### config.mk
export PLATFORM = sky130hd
export DESIGN_NAME = usb_rx_packet_receiver
export DESIGN_NICKNAME = d
export VERILOG_FILES = /design/src/rtl/usb_rx_packet_receiver.sv
export SDC_FILE = /design/constraint.sdc
export NUM_CORES = 1
export LEC_CHECK = 0
export ABC_AREA = 1
export CAP_MARGIN = 20
export CORE_MARGIN = 4
export CORE_UTILIZATION = 30
export CTS_BUF_LIST = sky130_fd_sc_hd__clkbuf_8
export DETAILED_ROUTE_END_ITERATION = 10
export GPL_TIMING_DRIVEN = 0
export SLEW_MARGIN = 10
export SYNTH_ARGS = -nofsm -noshare
export SYNTH_HDL_FRONTEND = slang
export SYNTH_SLANG_ARGS = --single-unit
### constraint.sdc
create_clock -name clk -period 2.7 [get_ports clk]
set_input_delay 0.405 -clock clk [delete_from_list [all_inputs] [get_ports clk]]
set_output_delay 0.405 -clock clk [all_outputs]
set_load 0.05 [all_outputs]
### src/rtl/usb_rx_packet_receiver.sv
// Full-speed USB receive path: input sync, bit timing, NRZI decode, unstuffing, SYNC/PID/EOP
// checking, and a show-ahead byte FIFO with packet status outputs.
//  state | meaning
//  IDLE  | line idle (J), waiting for the first D+ falling edge
//  SYNC  | collecting SYNC byte, must decode to 0x80
//  PID   | collecting PID byte, upper nibble must be complement of lower
//  DATA  | collecting data bytes into the FIFO
//  EOP   | first SE0 seen on a byte boundary, expecting second SE0 then J
//  ABORT | error latched, waiting for SE0 then J
module usb_rx_packet_receiver #(
    parameter int CLKS_PER_BIT = 8,
    parameter int SAMPLE_PT    = 3,
    parameter int FIFO_DEPTH   = 8,
    localparam int CW          = $clog2(FIFO_DEPTH) + 1
) (
    input  logic          clk,
    input  logic          n_rst,
    input  logic          d_plus,
    input  logic          d_minus,
    input  logic          r_enable,
    output logic [7:0]    r_data,
    output logic          empty,
    output logic          full,
    output logic [CW-1:0] count,
    output logic          rcving,
    output logic          r_error,
    output logic [3:0]    pid,
    output logic          pid_valid,
    output logic          packet_done,
    output logic [7:0]    byte_count
);
    localparam int TW = $clog2(CLKS_PER_BIT);
    localparam int AW = CW - 1;

    typedef enum logic [2:0] {IDLE, SYNC, PID, DATA, EOP, ABORT} state_t;

    logic          dp_meta_q, dp_sync_q, dp_prev_q, dm_meta_q, dm_sync_q;
    logic [TW-1:0] timer_q;

    always_ff @(posedge clk or negedge n_rst) begin
        if (!n_rst) begin
            dp_meta_q <= 1'b1;
            dp_sync_q <= 1'b1;
            dp_prev_q <= 1'b1;
            dm_meta_q <= 1'b0;
            dm_sync_q <= 1'b0;
            timer_q   <= '0;
        end else begin
            dp_meta_q <= d_plus;
            dp_sync_q <= dp_meta_q;
            dp_prev_q <= dp_sync_q;
            dm_meta_q <= d_minus;
            dm_sync_q <= dm_meta_q;
            // any D+ transition re-centres the bit timer on the incoming edge
            if (dp_sync_q != dp_prev_q || timer_q == TW'(CLKS_PER_BIT - 1))
                timer_q <= '0;
            else
                timer_q <= timer_q + 1'b1;
        end
    end

    state_t       state_q, state_d;
    logic         prev_smp_q, prev_smp_d;
    logic [2:0]   ones_q, ones_d, bit_cnt_q, bit_cnt_d;
    logic [7:0]   shift_q, shift_d, push_data_q, push_data_d, byte_count_q, byte_count_d;
    logic         push_q, push_d, rcving_q, rcving_d, r_error_q, r_error_d;
    logic [3:0]   pid_q, pid_d;
    logic         pid_valid_q, pid_valid_d, packet_done_q, packet_done_d;
    logic         eop_se0_q, eop_se0_d, abort_se0_q, abort_se0_d;
    logic         sample, se0, line_j, nrzi_bit, go_abort, drop;
    logic [7:0]   new_byte;

    logic [7:0]    mem [FIFO_DEPTH];
    logic [AW-1:0] wr_ptr_q, rd_ptr_q;
    logic [CW-1:0] count_q;
    logic          push_ok, pop_ok;

    assign sample   = (timer_q == TW'(SAMPLE_PT));
    assign se0      = sample && !dp_sync_q && !dm_sync_q;
    assign line_j   = dp_sync_q && !dm_sync_q;
    assign nrzi_bit = (dp_sync_q == prev_smp_q);
    assign new_byte = {nrzi_bit, shift_q[7:1]};

    assign empty   = (count_q == '0);
    assign full    = (count_q == CW'(FIFO_DEPTH));
    assign push_ok = push_q && (!full || r_enable);
    assign pop_ok  = r_enable && (!empty || push_q);
    assign drop    = push_q && full && !r_enable;

    always_comb begin
        state_d       = state_q;
        prev_smp_d    = prev_smp_q;
        ones_d        = ones_q;
        bit_cnt_d     = bit_cnt_q;
        shift_d       = shift_q;
        push_d        = 1'b0;
        push_data_d   = push_data_q;
        rcving_d      = rcving_q;
        r_error_d     = r_error_q;
        pid_d         = pid_q;
        pid_valid_d   = 1'b0;
        packet_done_d = 1'b0;
        byte_count_d  = byte_count_q;
        eop_se0_d     = eop_se0_q;
        abort_se0_d   = abort_se0_q;
        go_abort      = 1'b0;
        if (push_q && !drop && byte_count_q != 8'hFF)
            byte_count_d = byte_count_q + 1'b1;
        case (state_q)
            IDLE: begin
                prev_smp_d = 1'b1;
                ones_d     = '0;
                bit_cnt_d  = '0;
                if (dp_prev_q && !dp_sync_q) begin
                    state_d      = SYNC;
                    rcving_d     = 1'b1;
                    byte_count_d = '0;
                    r_error_d    = 1'b0;
                end
            end
            SYNC, PID, DATA: if (sample) begin
                if (se0) begin
                    if (state_q == DATA && bit_cnt_q == '0) begin
                        state_d   = EOP;
                        eop_se0_d = 1'b0;
                    end else begin
                        go_abort = 1'b1;
                    end
                end else begin
                    prev_smp_d = dp_sync_q;
                    if (ones_q == 3'd6) begin
                        // stuffed bit: discarded, must have been a 0
                        ones_d = '0;
                        if (nrzi_bit) go_abort = 1'b1;
                    end else begin
                        ones_d    = nrzi_bit ? ones_q + 1'b1 : '0;
                        shift_d   = new_byte;
                        bit_cnt_d = bit_cnt_q + 1'b1;
                        if (bit_cnt_q == 3'd7) begin
                            if (state_q == SYNC) begin
                                if (new_byte == 8'h80) state_d = PID;
                                else                   go_abort = 1'b1;
                            end else if (state_q == PID) begin
                                if (new_byte[7:4] == ~new_byte[3:0]) begin
                                    pid_d       = new_byte[3:0];
                                    pid_valid_d = 1'b1;
                                    state_d     = DATA;
                                end else begin
                                    go_abort = 1'b1;
                                end
                            end else begin
                                push_d      = 1'b1;
                                push_data_d = new_byte;
                            end
                        end
                    end
                end
            end
            EOP: if (sample) begin
                if (!eop_se0_q) begin
                    if (se0) eop_se0_d = 1'b1;
                    else     go_abort  = 1'b1;
                end else if (line_j) begin
                    packet_done_d = 1'b1;
                    rcving_d      = 1'b0;
                    state_d       = IDLE;
                end else begin
                    go_abort = 1'b1;
                end
            end
            ABORT: if (sample) begin
                if (se0) begin
                    abort_se0_d = 1'b1;
                end else if (line_j && abort_se0_q) begin
                    rcving_d = 1'b0;
                    state_d  = IDLE;
                end
            end
            default: state_d = IDLE;
        endcase
        if (drop) go_abort = 1'b1;
        if (go_abort) begin
            state_d       = ABORT;
            r_error_d     = 1'b1;
            abort_se0_d   = se0;
            pid_valid_d   = 1'b0;
            packet_done_d = 1'b0;
        end
    end

    always_ff @(posedge clk or negedge n_rst) begin
        if (!n_rst) begin
            state_q       <= IDLE;
            prev_smp_q    <= 1'b1;
            ones_q        <= '0;
            bit_cnt_q     <= '0;
            shift_q       <= '0;
            push_q        <= 1'b0;
            push_data_q   <= '0;
            rcving_q      <= 1'b0;
            r_error_q     <= 1'b0;
            pid_q         <= '0;
            pid_valid_q   <= 1'b0;
            packet_done_q <= 1'b0;
            byte_count_q  <= '0;
            eop_se0_q     <= 1'b0;
            abort_se0_q   <= 1'b0;
        end else begin
            state_q       <= state_d;
            prev_smp_q    <= prev_smp_d;
            ones_q        <= ones_d;
            bit_cnt_q     <= bit_cnt_d;
            shift_q       <= shift_d;
            push_q        <= push_d;
            push_data_q   <= push_data_d;
            rcving_q      <= rcving_d;
            r_error_q     <= r_error_d;
            pid_q         <= pid_d;
            pid_valid_q   <= pid_valid_d;
            packet_done_q <= packet_done_d;
            byte_count_q  <= byte_count_d;
            eop_se0_q     <= eop_se0_d;
            abort_se0_q   <= abort_se0_d;
        end
    end

    always_ff @(posedge clk) begin
        if (push_ok) mem[wr_ptr_q] <= push_data_q;
    end

    always_ff @(posedge clk or negedge n_rst) begin
        if (!n_rst) begin
            wr_ptr_q <= '0;
            rd_ptr_q <= '0;
            count_q  <= '0;
        end else begin
            if (push_ok) wr_ptr_q <= wr_ptr_q + 1'b1;
            if (pop_ok)  rd_ptr_q <= rd_ptr_q + 1'b1;
            if (push_ok && !pop_ok)      count_q <= count_q + 1'b1;
            else if (pop_ok && !push_ok) count_q <= count_q - 1'b1;
        end
    end

    assign r_data      = empty ? 8'h00 : mem[rd_ptr_q];
    assign count       = count_q;
    assign rcving      = rcving_q;
    assign r_error     = r_error_q;
    assign pid         = pid_q;
    assign pid_valid   = pid_valid_q;
    assign packet_done = packet_done_q;
    assign byte_count  = byte_count_q;
endmodule

==> impl_metrics.py, run 1 <==
metrics = {
    "synth": {
        "ys_async_sr_fraction_pct": 49.2,
        "seq_area_frac_synth_pct": 61.1,
        "yosysTopAreaCell": "edfxtp_1",
        "ys_warn_count": 0,
        "ys_ff_latch": 126,
        "syn_nets": 578,
        "ys_top_cells_by_area": "edfxtp_1 34%, dfrtp_1 25%, nor2_1 6.0%",
        "synthFlopType": "edfxtp_1",
        "synth-edff-count": 64,
        "synth.most_common_cell": "nor2_1",
        "netlist_area_mm2": 0.00569,
        "synth_top_area_share_pct": 33.8,
        "ys_types": 40,
        "synth_commonest_cells": "91 x nor2_1, 86 x nand2_1, 64 x edfxtp_1",
        "syn_inst": 557,
        "syn_area_per_cell_um2": 10.2,
    },
    "power": {
        "vdd_drop_max_uv": 556,
        "p_leak_nw": 2.66,
        "p_per_area_mw_per_mm2": 966,
        "power_mw": 6.60,
    },
    "clock_network": {
        "cts_tree": "done",
        "clk_pin_slew_worst_paths_ns": 0.07,
        "cts_buffers": 17,
        "h-tree-depth": 4,
        "clockBufferDepth": 2,
        "clkLatencyLatePin_ns": 0.44,
        "cts_sinks": 126,
        "cts_setup_buffers": 0,
        "cts_root_buf": "clkbuf_8",
    },
    "sta": {
        "worst_slew_pin_slew_ns": 0.918,
        "timing.hold.ws_ns": 0.356,
        "slew_headroom_pct": 38.6,
        "rsz0062_at_grt": "false",
        "finalSetupTns_ns": 0,
        "maxSlewViolCount": 0,
        "postLayoutSetupSlackWorst_ns": 0.123,
        "period_share_pct": 95.4,
        "finalClockSkew_ns": 0.0168,
        "setup_viol": 0,
        "max_freq_mhz": 388,
        "period_minus_slack_ns": 2.58,
        "hold_viol_final": 0,
    },
    "finish": {
        "syn_to_final_growth_pct": 20.0,
        "final_cell_area_mm2": 0.00683,
        "antenna_cells": 0,
        "fin_util_pct": 36.5,
        "drive_above_1_share_pct": 17.3,
        "fillers": 1852,
        "final_nets": 633,
        "fin_cells": 859,
    },
    "floorplanning": {
        "core_mm2": 0.0187,
        "dieHeight_um": 146,
        "io-pin-count": 35,
        "initial_core_util_pct": 30.4,
        "rows": 50,
        "fp.dieArea_mm2": 0.0212,
        "die_w_um": 146,
    },
    "placed_design": {
        "portBuffers": 34,
        "place.gp.congestion": 0.829,
        "post-place-ws_ns": -0.364,
        "place_hpwl_um": 8560,
        "place_area_mm2": 0.00639,
        "dp_cells": 826,
    },
    "setup_path": {
        "setup.worst_path.start_class": "flop",
        "critPathCaptureType": "output port",
        "cp.arrival_ns": 2.17,
        "path_max_fanout": 10,
        "worst_ep_required_time_ns": 2.30,
        "startpoint": "rd_ptr_q[0]",
        "worstSetupPathType": "flop to output port",
        "rr_startpoint": "count[0]",
    },
    "routing": {
        "route.final.wire_length_um": 12400,
        "dr.first_iter.drc_count": 237,
        "drtAntennaViolNets": 0,
        "drt_pass1_iterations": 4,
        "routed-via-count": 3991,
        "wire_per_inst_um": 14.5,
        "drc": 0,
        "vias_per_cell": 4.65,
    },
    "worst_hold_path": {
        "hold_class": "flop to flop",
        "min_from": "dp_meta_q",
    },
    "outcome": {
        "status": "completed",
    },
    "global_routing": {
        "grt_pass1_vias": 3974,
        "grt_pass1_wl_um": 20500,
        "grt_max_degree": 63,
        "grt_use_total_pct": 12.2,
        "grt_overflow": 0,
        "antenna_found_initial": 0,
    },
    "flow_run": {
        "maxCapViolCount": 0,
    },
}
repair_timing:
action | CTS | global route
endpoints found under the hold margin | 58 | 0
gates resized for setup | 61 | 12
setup endpoints to repair | 10 | 9
hold buffers | 1 | 0
pin swaps | 0 | 1
sequential cells by signal, indices dropped and copies added, names as in the netlist, 3 cells and up:
signal / cells
mem: 64
timer_q: 3
ones_q: 3
push_data_q: 8
wr_ptr_q: 3
byte_count: 8
pid: 4
count: 4
state_q: 3
bit_cnt_q: 3
rd_ptr_q: 3
shift_q: 7
worst max-delay path, cell delays in order (launching register included):
cell and delay, ns:
dfrtp_1 0.49, clkbuf_2 0.30, o21ai_0 0.13, o22ai_1 0.19, o21ai_0 0.13, a31oi_1 0.20
buf_2 0.30
power breakdown:
group / internal (mW) / total [mW] / switching (mW)
registers: 2.18 / 2.39 / 0.215
clock network: 1.03 / 1.79 / 0.757
logic: 0.737 / 2.42 / 1.68
cell type report:
| type | instances | area, µm² | area share, % |
|---|---|---|---|
| Buffer | 12 | 78.8 | 1.15 |
| Inverter | 53 | 199 | 2.91 |
| Multi-Input combinational cell | 366 | 1990 | 29.1 |
| Clock buffer | 18 | 248 | 3.63 |
| Clock inverter | 14 | 191 | 2.80 |
| Timing Repair Buffer | 36 | 343 | 5.02 |
| Sequential cell | 126 | 3490 | 51.1 |
| Tap cell | 234 | 293 | 4.29 |
cell families (layout without fill, tap and decap cells):
logic type               Yosys count  count (layout)  synth area share, %
flip-flops                       126             126                 61.1
AND/OR/NAND/NOR                  225             225                 17.4
AO/OA/AOI/OAI                    115             115                 11.8
adder cells (fa/ha/maj)           16              16                 3.65
buffers and inverters             65             133                 4.57
XOR/XNOR                          10              10                 1.54
final timing paths:
check,endpoint,slack (ns),depth (start not counted)
worst min-delay path,dp_sync_q,0.36,0
max in group asynchronous,prev_smp_q,1.88,3
worst max register to register,count[3],0.14,12
worst min register to register,dp_sync_q,0.36,0
worst max-delay path,r_data[3],0.12,6
min in group asynchronous,bit_cnt_q[1],0.51,3
metal layers:
layer | GRT usage, % | routed length [µm] | part of all wire [%]
met5 | 0 | 0 | 0
met4 | 5.32 | 152 | 1.2
met3 | 2.74 | 465 | 3.7
met2 | 20.3 | 6080 | 49
met1 | 15.3 | 5740 | 46
cell usage in the layout, fill, tap and decap left out, types with 12 or more instances in the layout:
cell type	n
inv_2	13
nor2_1	91
o21ai_2	12
nand2_1	86
clkbuf_8	18
o21ai_0	63
ha_1	13
nand3_1	24
dfrtp_1	53
inv_1	41
clkdlybuf4s50_1	23
edfxtp_1	64
No activity file was read; power rests on OpenSTA's default activity.
==> inputs of run 2 (changes only) <==
CAP_MARGIN = 10   (was 20)
==> results of run 2 <==
Final layout, timing and power as in run 1 (identical DEF).
